File: src/rtl/enemy_formation_if.sv
// Bundle between the game FSM and the invader formation controller.
interface enemy_formation_if;
    logic       start;
    logic       is_playing;
    logic [5:0] alive_count;
    logic       enemy_direction_X;
    logic       enemy_direction_Y;
    logic [9:0] formation_x;
    logic [9:0] formation_y;
    logic       move_tick;
    logic       invaded;
    logic       wave_clear;

    modport master (
        output start, is_playing, alive_count,
        input  enemy_direction_X, enemy_direction_Y, formation_x, formation_y,
               move_tick, invaded, wave_clear
    );

    modport slave (
        input  start, is_playing, alive_count,
        output enemy_direction_X, enemy_direction_Y, formation_x, formation_y,
               move_tick, invaded, wave_clear
    );
endinterface

File: src/rtl/enemy_formation_ctrl.sv
// Per-frame march controller for the invader grid: horizontal steps, drop phases,
// speed-up as enemies die, and sticky invaded / wave_clear flags.
module enemy_formation_ctrl #(
    parameter logic [9:0]  INIT_X      = 10'd40,
    parameter logic [9:0]  INIT_Y      = 10'd40,
    parameter logic [9:0]  FORM_W      = 10'd400,
    parameter logic [9:0]  FORM_H      = 10'd200,
    parameter logic [9:0]  LEFT_EDGE   = 10'd8,
    parameter logic [9:0]  RIGHT_EDGE  = 10'd632,
    parameter logic [9:0]  LOSE_Y      = 10'd420,
    parameter int unsigned STEP_X      = 4,
    parameter int unsigned DROP_FRAMES = 8,
    parameter int unsigned BASE_PERIOD = 30,
    parameter int unsigned MIN_PERIOD  = 2,
    parameter int unsigned SPEEDUP     = 1,
    parameter int unsigned MAX_ALIVE   = 24
) (
    input  logic              frame_clk,
    input  logic              Reset,
    enemy_formation_if.slave  bus
);

    localparam int unsigned XW = 10;
    localparam int unsigned EW = 11;
    localparam int unsigned CW = 8;
    localparam int unsigned PW = 16;

    localparam logic [1:0] IDLE  = 2'd0;
    localparam logic [1:0] MARCH = 2'd1;
    localparam logic [1:0] DROP  = 2'd2;
    localparam logic [1:0] HALT  = 2'd3;

    logic [1:0]    state_q, state_d;
    logic [XW-1:0] x_q, x_d;
    logic [XW-1:0] y_q, y_d;
    logic          dirx_q, dirx_d;
    logic          diry_q, diry_d;
    logic          tick_q, tick_d;
    logic          inv_q, inv_d;
    logic          clr_q, clr_d;
    logic [CW-1:0] fcnt_q, fcnt_d;
    logic [CW-1:0] dcnt_q, dcnt_d;

    logic [5:0]    alive_sat;
    logic [PW-1:0] speed_dec;
    logic [CW-1:0] period;
    logic [CW-1:0] period_m1;
    logic          hit_right;
    logic          hit_left;
    logic          reach_lose;

    // March period shrinks with kills; computed wide so it can never wrap below MIN_PERIOD.
    always_comb begin
        alive_sat = (bus.alive_count > 6'(MAX_ALIVE)) ? 6'(MAX_ALIVE) : bus.alive_count;
        speed_dec = (PW'(MAX_ALIVE) - PW'(alive_sat)) * PW'(SPEEDUP);
        if (speed_dec + PW'(MIN_PERIOD) > PW'(BASE_PERIOD)) begin
            period = CW'(MIN_PERIOD);
        end else begin
            period = CW'(PW'(BASE_PERIOD) - speed_dec);
        end
        period_m1 = period - CW'(1);
    end

    assign hit_right  = (EW'(x_q) + EW'(FORM_W) + EW'(STEP_X)) > EW'(RIGHT_EDGE);
    assign hit_left   = EW'(x_q) < (EW'(LEFT_EDGE) + EW'(STEP_X));
    assign reach_lose = (EW'(y_q) + EW'(1) + EW'(FORM_H)) >= EW'(LOSE_Y);

    // Next-state and next-output logic; everything holds while paused.
    always_comb begin
        state_d = state_q;
        x_d     = x_q;
        y_d     = y_q;
        dirx_d  = dirx_q;
        diry_d  = diry_q;
        tick_d  = 1'b0;
        inv_d   = inv_q;
        clr_d   = clr_q;
        fcnt_d  = fcnt_q;
        dcnt_d  = dcnt_q;

        if (bus.is_playing) begin
            case (state_q)
                IDLE: begin
                    if (bus.start) begin
                        state_d = MARCH;
                        fcnt_d  = '0;
                    end
                end
                MARCH: begin
                    if (bus.alive_count == 6'd0) begin
                        state_d = HALT;
                        clr_d   = 1'b1;
                        diry_d  = 1'b0;
                    end else if (fcnt_q >= period_m1) begin
                        fcnt_d = '0;
                        if ((dirx_q && hit_right) || (!dirx_q && hit_left)) begin
                            dirx_d  = ~dirx_q;
                            diry_d  = 1'b1;
                            dcnt_d  = '0;
                            state_d = DROP;
                        end else begin
                            x_d    = dirx_q ? (x_q + XW'(STEP_X)) : (x_q - XW'(STEP_X));
                            tick_d = 1'b1;
                        end
                    end else begin
                        fcnt_d = fcnt_q + CW'(1);
                    end
                end
                DROP: begin
                    if (bus.alive_count == 6'd0) begin
                        state_d = HALT;
                        clr_d   = 1'b1;
                        diry_d  = 1'b0;
                    end else begin
                        y_d = y_q + XW'(1);
                        if (dcnt_q >= CW'(DROP_FRAMES - 1)) begin
                            diry_d = 1'b0;
                            fcnt_d = '0;
                            dcnt_d = '0;
                            if (reach_lose) begin
                                state_d = HALT;
                                inv_d   = 1'b1;
                            end else begin
                                state_d = MARCH;
                            end
                        end else begin
                            dcnt_d = dcnt_q + CW'(1);
                        end
                    end
                end
                HALT: begin
                    diry_d = 1'b0;
                end
                default: begin
                    state_d = IDLE;
                end
            endcase
        end
    end

    // State and output registers.
    always_ff @(posedge frame_clk) begin
        if (Reset) begin
            state_q <= IDLE;
            x_q     <= INIT_X;
            y_q     <= INIT_Y;
            dirx_q  <= 1'b1;
            diry_q  <= 1'b0;
            tick_q  <= 1'b0;
            inv_q   <= 1'b0;
            clr_q   <= 1'b0;
            fcnt_q  <= '0;
            dcnt_q  <= '0;
        end else begin
            state_q <= state_d;
            x_q     <= x_d;
            y_q     <= y_d;
            dirx_q  <= dirx_d;
            diry_q  <= diry_d;
            tick_q  <= tick_d;
            inv_q   <= inv_d;
            clr_q   <= clr_d;
            fcnt_q  <= fcnt_d;
            dcnt_q  <= dcnt_d;
        end
    end

    assign bus.enemy_direction_X = dirx_q;
    assign bus.enemy_direction_Y = diry_q;
    assign bus.formation_x       = x_q;
    assign bus.formation_y       = y_q;
    assign bus.move_tick         = tick_q;
    assign bus.invaded           = inv_q;
    assign bus.wave_clear        = clr_q;

endmodule

File: src/flat_wrapper.sv
// flat-port wrapper written by rule: the top's interface ports become plain ports
module enemy_formation_ctrl_flat 
#(
    parameter logic [9:0]  INIT_X      = 10'd40,
    parameter logic [9:0]  INIT_Y      = 10'd40,
    parameter logic [9:0]  FORM_W      = 10'd400,
    parameter logic [9:0]  FORM_H      = 10'd200,
    parameter logic [9:0]  LEFT_EDGE   = 10'd8,
    parameter logic [9:0]  RIGHT_EDGE  = 10'd632,
    parameter logic [9:0]  LOSE_Y      = 10'd420,
    parameter int unsigned STEP_X      = 4,
    parameter int unsigned DROP_FRAMES = 8,
    parameter int unsigned BASE_PERIOD = 30,
    parameter int unsigned MIN_PERIOD  = 2,
    parameter int unsigned SPEEDUP     = 1,
    parameter int unsigned MAX_ALIVE   = 24
)
  (frame_clk, Reset, bus_start, bus_is_playing, bus_alive_count, bus_enemy_direction_X, bus_enemy_direction_Y, bus_formation_x, bus_formation_y, bus_move_tick, bus_invaded, bus_wave_clear);
  enemy_formation_if bus_i ();
  input  logic frame_clk;
  input  logic Reset;
  input wire logic [$bits(bus_i.start)-1:0] bus_start;
  input wire logic [$bits(bus_i.is_playing)-1:0] bus_is_playing;
  input wire logic [$bits(bus_i.alive_count)-1:0] bus_alive_count;
  output wire logic [$bits(bus_i.enemy_direction_X)-1:0] bus_enemy_direction_X;
  output wire logic [$bits(bus_i.enemy_direction_Y)-1:0] bus_enemy_direction_Y;
  output wire logic [$bits(bus_i.formation_x)-1:0] bus_formation_x;
  output wire logic [$bits(bus_i.formation_y)-1:0] bus_formation_y;
  output wire logic [$bits(bus_i.move_tick)-1:0] bus_move_tick;
  output wire logic [$bits(bus_i.invaded)-1:0] bus_invaded;
  output wire logic [$bits(bus_i.wave_clear)-1:0] bus_wave_clear;
  assign bus_i.start = bus_start;
  assign bus_i.is_playing = bus_is_playing;
  assign bus_i.alive_count = bus_alive_count;
  assign bus_enemy_direction_X = bus_i.enemy_direction_X;
  assign bus_enemy_direction_Y = bus_i.enemy_direction_Y;
  assign bus_formation_x = bus_i.formation_x;
  assign bus_formation_y = bus_i.formation_y;
  assign bus_move_tick = bus_i.move_tick;
  assign bus_invaded = bus_i.invaded;
  assign bus_wave_clear = bus_i.wave_clear;
  enemy_formation_ctrl #(.INIT_X(INIT_X), .INIT_Y(INIT_Y), .FORM_W(FORM_W), .FORM_H(FORM_H), .LEFT_EDGE(LEFT_EDGE), .RIGHT_EDGE(RIGHT_EDGE), .LOSE_Y(LOSE_Y), .STEP_X(STEP_X), .DROP_FRAMES(DROP_FRAMES), .BASE_PERIOD(BASE_PERIOD), .MIN_PERIOD(MIN_PERIOD), .SPEEDUP(SPEEDUP), .MAX_ALIVE(MAX_ALIVE)) u_core (.frame_clk(frame_clk), .Reset(Reset), .bus(bus_i));
endmodule
File: config.mk
export PLATFORM = sky130hd
export DESIGN_NAME = enemy_formation_ctrl_flat
export DESIGN_NICKNAME = d
export VERILOG_FILES = /design/src/rtl/enemy_formation_if.sv /design/src/rtl/enemy_formation_ctrl.sv /design/src/flat_wrapper.sv
export SDC_FILE = /design/constraint.sdc
export NUM_CORES = 1
export LEC_CHECK = 0
export CAP_MARGIN = 10
export CORE_MARGIN = 2
export CORE_UTILIZATION = 45
export DETAILED_ROUTE_END_ITERATION = 8
export HOLD_SLACK_MARGIN = 0.1
export PLACE_DENSITY_LB_ADDON = 0.12
export SETUP_SLACK_MARGIN = 0.02
export SYNTH_ARGS = -nofsm -noshare
export SYNTH_HDL_FRONTEND = slang
export SYNTH_SLANG_ARGS = --single-unit
File: constraint.sdc
create_clock -name frame_clk -period 5.25 [get_ports frame_clk]
set_clock_uncertainty 0.1 [all_clocks]
set_input_delay 1.05 -clock frame_clk [delete_from_list [all_inputs] [get_ports frame_clk]]
set_output_delay 1.05 -clock frame_clk [all_outputs]
set_load 0.01 [all_outputs]
=== Yosys cells after proc, flatten, opt, wreduce, memory -nomap -nowiden ===
Index checks and enable logic that the tools add are counted.

* Memories: 0
* Output and inout port bits: 25
* Latch bits: 0
* Input bits: 10
* Logic and storage cells: 98
* Flip-flop bits (word level): 43
* Memory bits (read-only): 0
* RAM bits: 0

* Bitwise gates (word level): 6
* Equal/unequal tests: 12
* $lt $le $gt $ge: 7
* Reductions and logical operators: 20
* Div/mod/pow operators: 0
* Mux-type cells: 30
* Shift operators: 0
* $mul: 0
* Add/subtract/negate cells: 13

{| class="wikitable"
|+ Operator list
! cell !! number
|-
| 8-bit two-way mux || 11
|-
| 8-bit case mux with 3 select lines || 1
|-
| 5-bit AND reduction || 4
|-
| 6-bit AND reduction || 3
|-
| 16-bit by 2-bit adder with 16-bit output, second input constant || 1
|-
| 8-bit by 1-bit adder with 8-bit output, second input constant || 2
|-
| 16-bit by 5-bit greater-than comparator with 1-bit output, second input constant || 1
|-
| 8-bit case mux with 2 select lines || 1
|-
| 2-bit two-way mux || 7
|-
| 10-bit by 1-bit adder with 11-bit output, second input constant || 1
|-
| 10-bit by 9-bit adder with 11-bit output, second input constant || 1
|-
| 11-bit by 3-bit adder with 11-bit output, second input constant || 1
|-
| 11-bit by 8-bit adder with 11-bit output, second input constant || 1
|-
| 11-bit by 9-bit greater-or-equal comparator with 1-bit output, second input constant || 1
|-
| 11-bit by 10-bit greater-than comparator with 1-bit output, second input constant || 1
|-
| 10-bit by 1-bit adder with 10-bit output, second input constant || 1
|-
| 10-bit by 3-bit adder with 10-bit output, second input constant || 1
|-
| 10-bit by 4-bit less-than comparator with 1-bit output, second input constant || 1
|-
| 10-bit two-way mux || 1
|-
| 10-bit by 3-bit subtractor with 10-bit output, second input constant || 1
|-
| 3-bit by 1-bit inequality test with 1-bit output, second input constant || 3
|-
| 8-bit by 3-bit greater-or-equal comparator with 1-bit output, second input constant || 1
|-
| 8-bit greater-or-equal comparator || 1
|-
| 5-bit by 8-bit subtractor with 8-bit output, first input constant || 1
|-
| other kinds (22) || 40
|}

=== Depth between registers and ports, before layout ===
* Word-level depth: 11
* Depth in mapped cells: 25
* Gate-level depth less buffers: 25

=== Least setup slack after synthesis ===
OpenSTA, ideal clock, no wires.

* Path kind: input to register
* Start: in bus_alive_count[4]
* End: reg u_core.dcnt_q[3]
* Data required time: 5.022 ns
* Arrival: 5.177 ns
* Library setup time: 0.128 ns
* Stages on the path: 25
* Buffers on the path: 0
* Setup slack: -0.155 ns
* Path through: a21oi_4 -> nand2_1 -> ha_1 -> inv_1 -> xnor2_1 -> ha_1 -> nand2_1 -> ha_1 -> nand2_1 -> nor3_1 -> nor2b_1 -> o31ai_1 -> nand2_1 -> nand2_1 -> ha_1 -> a21boi_0 -> a31oi_1 -> ha_1 -> a2111o_1 -> a21oi_1 -> a21oi_1 -> nand2_1 -> o41ai_4 -> mux2i_1 -> nor2_1

* Word-level cells in the longest chain between the ends: 10
* Elaborated cells on any way between the ends: 14
* Those cells by class: add/sub: 4; order compare: 3; eq/ne: 3; mux: 2; reduce/logical: 2

{| class="wikitable"
|+ RTL lines
! element !! line !! source
|-
| from (decl) || flat_wrapper.sv:24 || <nowiki>input wire logic [$bits(bus_i.alive_count)-1:0] bus_alive_count;</nowiki>
|-
| 6-bit by 5-bit greater-than comparator with 1-bit output || enemy_formation_ctrl.sv:54 || <nowiki>alive_sat = (bus.alive_count > 6'(MAX_ALIVE)) ? 6'(MAX_ALIVE) : bus.alive_count;</nowiki>
|-
| 6-bit two-way mux || enemy_formation_ctrl.sv:54 ||
|-
| 5-bit by 6-bit subtractor with 7-bit output || enemy_formation_ctrl.sv:55 || <nowiki>speed_dec = (PW'(MAX_ALIVE) - PW'(alive_sat)) * PW'(SPEEDUP);</nowiki>
|-
| 16-bit by 2-bit adder with 16-bit output || enemy_formation_ctrl.sv:56 || <nowiki>if (speed_dec + PW'(MIN_PERIOD) > PW'(BASE_PERIOD)) begin</nowiki>
|-
| 16-bit by 5-bit greater-than comparator with 1-bit output || enemy_formation_ctrl.sv:56 ||
|-
| 8-bit two-way mux || enemy_formation_ctrl.sv:56 ||
|-
| 8-bit by 1-bit subtractor with 8-bit output || enemy_formation_ctrl.sv:61 || <nowiki>period_m1 = period - CW'(1);</nowiki>
|-
| 8-bit greater-or-equal comparator || enemy_formation_ctrl.sv:94 || <nowiki>end else if (fcnt_q >= period_m1) begin</nowiki>
|-
| 2-bit by 1-bit inequality test with 1-bit output (no line) || - ||
|-
| 6-bit AND reduction (no line) * || - ||
|-
| to (signal assigned) || enemy_formation_ctrl.sv:164 || <nowiki>dcnt_q <= dcnt_d;</nowiki>
|-
| to (decl) || enemy_formation_ctrl.sv:42 || <nowiki>logic [CW-1:0] dcnt_q, dcnt_d;</nowiki>
|}

Mark *: on every way between the ends. The rest lies on a longest branch, timed or not.
A chain may end at the register's enable or synchronous reset.

=== Worst setup path in the final report ===
* Start: in bus_alive_count[2]
* End: reg u_core.diry_q, in the netlist u_core.bus.enemy_direction_Y

* Word-level cells in the longest chain between the ends: 10
* Elaborated cells on any way between the ends: 17
* Those cells by class: add/sub: 4; order compare: 3; eq/ne: 3; mux: 5; reduce/logical: 2

{| class="wikitable"
|+ RTL lines
! element !! line !! source
|-
| 6-bit by 5-bit greater-than comparator with 1-bit output || enemy_formation_ctrl.sv:54 ||
|-
| 6-bit two-way mux || enemy_formation_ctrl.sv:54 ||
|-
| 5-bit by 6-bit subtractor with 7-bit output || enemy_formation_ctrl.sv:55 ||
|-
| 16-bit by 2-bit adder with 16-bit output || enemy_formation_ctrl.sv:56 ||
|-
| 16-bit by 5-bit greater-than comparator with 1-bit output || enemy_formation_ctrl.sv:56 ||
|-
| 8-bit two-way mux || enemy_formation_ctrl.sv:56 ||
|-
| 8-bit by 1-bit subtractor with 8-bit output || enemy_formation_ctrl.sv:61 ||
|-
| 8-bit greater-or-equal comparator || enemy_formation_ctrl.sv:94 ||
|-
| 3-bit by 1-bit inequality test with 1-bit output (no line) || - ||
|-
| 5-bit AND reduction (no line) || - ||
|-
| to (signal assigned) || enemy_formation_ctrl.sv:159 || <nowiki>diry_q <= diry_d;</nowiki>
|-
| to (decl) || enemy_formation_ctrl.sv:37 || <nowiki>logic diry_q, diry_d;</nowiki>
|}

Several ways; a longest one is shown, not always the timed one.

==> metrics.yaml <==
clocking:
  path_clk_slew_ns: 0.09
  root_buffer: "clkbuf_8"
  clock_sink_count: 41
  cts_made_buffers: 5
  hold_buffers: 0
  cts_max_level: 2
  clock_path_buffers: 2
  cts_tree: "done"
  clk_latency_ns: 0.30
critical_path:
  crit_type: "input pin to flip-flop"
  required_ns: 5.39
  arrival_ns: 5.26
  crit_start: "bus_alive_count[2]"
  cp-start-kind: "input pin"
  reg2reg_from: "u_core.bus.formation_x[3]"
  critPathCaptureType: "flip-flop"
  crit_fanout: 4
timing:
  hold_slack_ns: 0.392
  fin_setup_tns_ns: 0
  drv_slew: 0
  tightest_slew_ns: 1.07
  relSlewSlack: 0.280
  finalHoldViolCount: 0
  fin_crit_ns: 5.12
  setup_slack_ns: 0.129
  timing.fmax_ghz: 0.195
  period_share: 0.975
  setup_viol: 0
drt:
  drt-initial-drc-count: 124
  drt-pass1-iter-count: 4
  avgViaCountPerCell: 5.55
  wire_per_inst_um: 14.5
  wl_um: 7640
  ant_nets: 0
  num_vias: 2927
  drc: 0
pwr:
  ir_drop_mv: 0.166
  p_int_mw: 0.544
  p_sw_frac: 0.286
  seq_power_share: 0.416
  p_comb_frac: 0.239
  power.density_mw_per_mm2: 191
  clkPwrFrac: 0.345
  power_leakage_nw: 1.62
  power.switching_mw: 0.218
synth:
  synthCells: 381
  syn_area_mm2: 0.00304
  synth_edf_count: 0
  synth_seq_cells: 41
  avgSynthCellArea_um2: 7.98
  synth-main-ff-cell: "dfxtp_1"
  ys.warnings.count: 0
  synth_cell_type_count: 61
  ys_async_sr_fraction: 0
  seq_area_frac_synth: 0.270
placement:
  placed_area_mm2: 0.00365
  io_buffers: 32
  gp_congestion: 0.834
  dp_hpwl_um: 5350
  dp_slack_ns: -0.652
floorplan:
  die_y_um: 86.2
  ios: 35
  die_x_um: 86.2
  start_util: 0.471
  core_area_mm2: 0.00646
  fp-row-count: 29
  die_area_mm2: 0.00743
grt:
  grt_max_degree: 35
  grt_pass1_wl_um: 12400
  grt.total_usage: 0.204
  antenna_found_initial: 0
  grt_overflow_total: 0
  grt_pass1_vias: 2751
worst_hold_path:
  min_from: "u_core.bus.wave_clear"
  min_path_type: "flip-flop to flip-flop"
status:
  status: "completed"
flow_run:
  drv_cap: 0
final_layout:
  drive_gt1_frac: 0.202
  syn_to_final_growth_pct: 31.3
  final_core_util: 0.618
  diodes: 0
  fin_area_mm2: 0.00399
  fill_cells: 594
  fin_nets: 491
placed cells by master (no fill, tap or decap), drive strengths merged, types with 15 or more instances in the layout:
cell and instances:
nand2 31, a21oi 26, inv 16, dfxtp 41, xor2 15, xnor2 15
buf 40, nor2 58, ha 31, clkdlybuf4s50 27, o21ai 15
state kept, by name (all words and copies together) (netlist names):
signal                        cells
u_core.bus.invaded                1
u_core.state_q                    2
u_core.bus.enemy_direction_X      1
u_core.bus.formation_x            8
u_core.bus.wave_clear             1
u_core.bus.enemy_direction_Y      1
u_core.fcnt_q                     8
u_core.bus.formation_y           10
u_core.bus.move_tick              1
u_core.dcnt_q                     8
per-stage QoR:
stage,cells,power [mW]
6_report,527,0.762
5_1_grt,527,0.799
4_1_cts,523,0.741
3_5_place_dp,511,0.468
3_3_place_gp,511,0.467
2_1_floorplan,382,0.411
final timing paths:
check / to / slack, ns / depth (start not counted)
min reg2reg: u_core.bus.wave_clear / 0.39 / 2
max: u_core.bus.enemy_direction_Y / 0.13 / 23
min: u_core.bus.wave_clear / 0.39 / 2
max reg2reg: u_core.state_q[1] / 2.00 / 9
worst max-delay path, cell delays in order:
cell and delay [ns]:
clkdlybuf4s50_1 0.49, nand2_2 0.08, buf_4 0.15, xnor2_2 0.14, ha_2 0.21, nand2_1 0.05, ha_1 0.28, nand2_1 0.06
nor3_2 0.20, nor2b_4 0.20, o31ai_4 0.09, a21oi_2 0.17, ha_2 0.21, a21boi_2 0.16, a31oi_1 0.05, ha_1 0.20
a2111o_1 0.46, a21oi_2 0.14, a21oi_2 0.06, and2_4 0.18, a31oi_4 0.17, mux2_4 0.31, a21oi_1 0.13
metal layers:
metal  vias to the layer above  track usage  wire length [um]
li1                       1501            -                 -
met1                      1364        0.270              3730
met2                        54        0.342              3540
met3                         8       0.0362               266
met4                         0       0.0582               103
met5                         -            0                 0
synthesized netlist by cell type, types with 7 or more instances:
cell      number  share of area
nor2_1        58          0.072
dfxtp_1       41           0.27
ha_1          31           0.13
nand2_1       31          0.038
a21oi_1       25          0.041
inv_1         16          0.020
xnor2_1       15          0.043
xor2_1        15          0.043
o21ai_0       14          0.023
nand3_1       12          0.020
nand4_1       10          0.021
nor3_1         9          0.015
a31oi_1        8          0.016
clkbuf_1       7         0.0086
timing repair:
action | 4_1_cts | 5_1_grt
resized for setup | 16 | 35
buffers inserted | 4 | 4
endpoints found under the setup margin | 29 | 29
pin swaps | 8 | 15
final cells by class:
class | instances | area, um2 | area share
multi-input combinational | 313 | 2280 | 0.572
sequential | 41 | 821 | 0.206
timing repair buffer | 72 | 614 | 0.154
tap | 77 | 96.3 | 0.0241
clock buffer | 5 | 68.8 | 0.0172
inverter | 16 | 62.6 | 0.0157
clock inverter | 3 | 46.3 | 0.0116
power groups by stage:
stage / sequential [mW] / combinational (mW) / clock (mW)
6_report: 0.317 / 0.182 / 0.263
5_1_grt: 0.318 / 0.199 / 0.282
4_1_cts: 0.317 / 0.153 / 0.271
3_5_place_dp: 0.324 / 0.144 / 0
3_3_place_gp: 0.324 / 0.143 / 0
2_1_floorplan: 0.324 / 0.0868 / 0
cells by family after synthesis:
group / synth area share
muxes: 0.0202
other: 0.00123
adders and majority gates: 0.134
AOI/OAI and AO/OA: 0.196
buffers and inverters: 0.0379
xor gates and xnor gates: 0.0864
DFF: 0.270
and+or+nand+nor: 0.254
(Power assumes the default switching activity.)
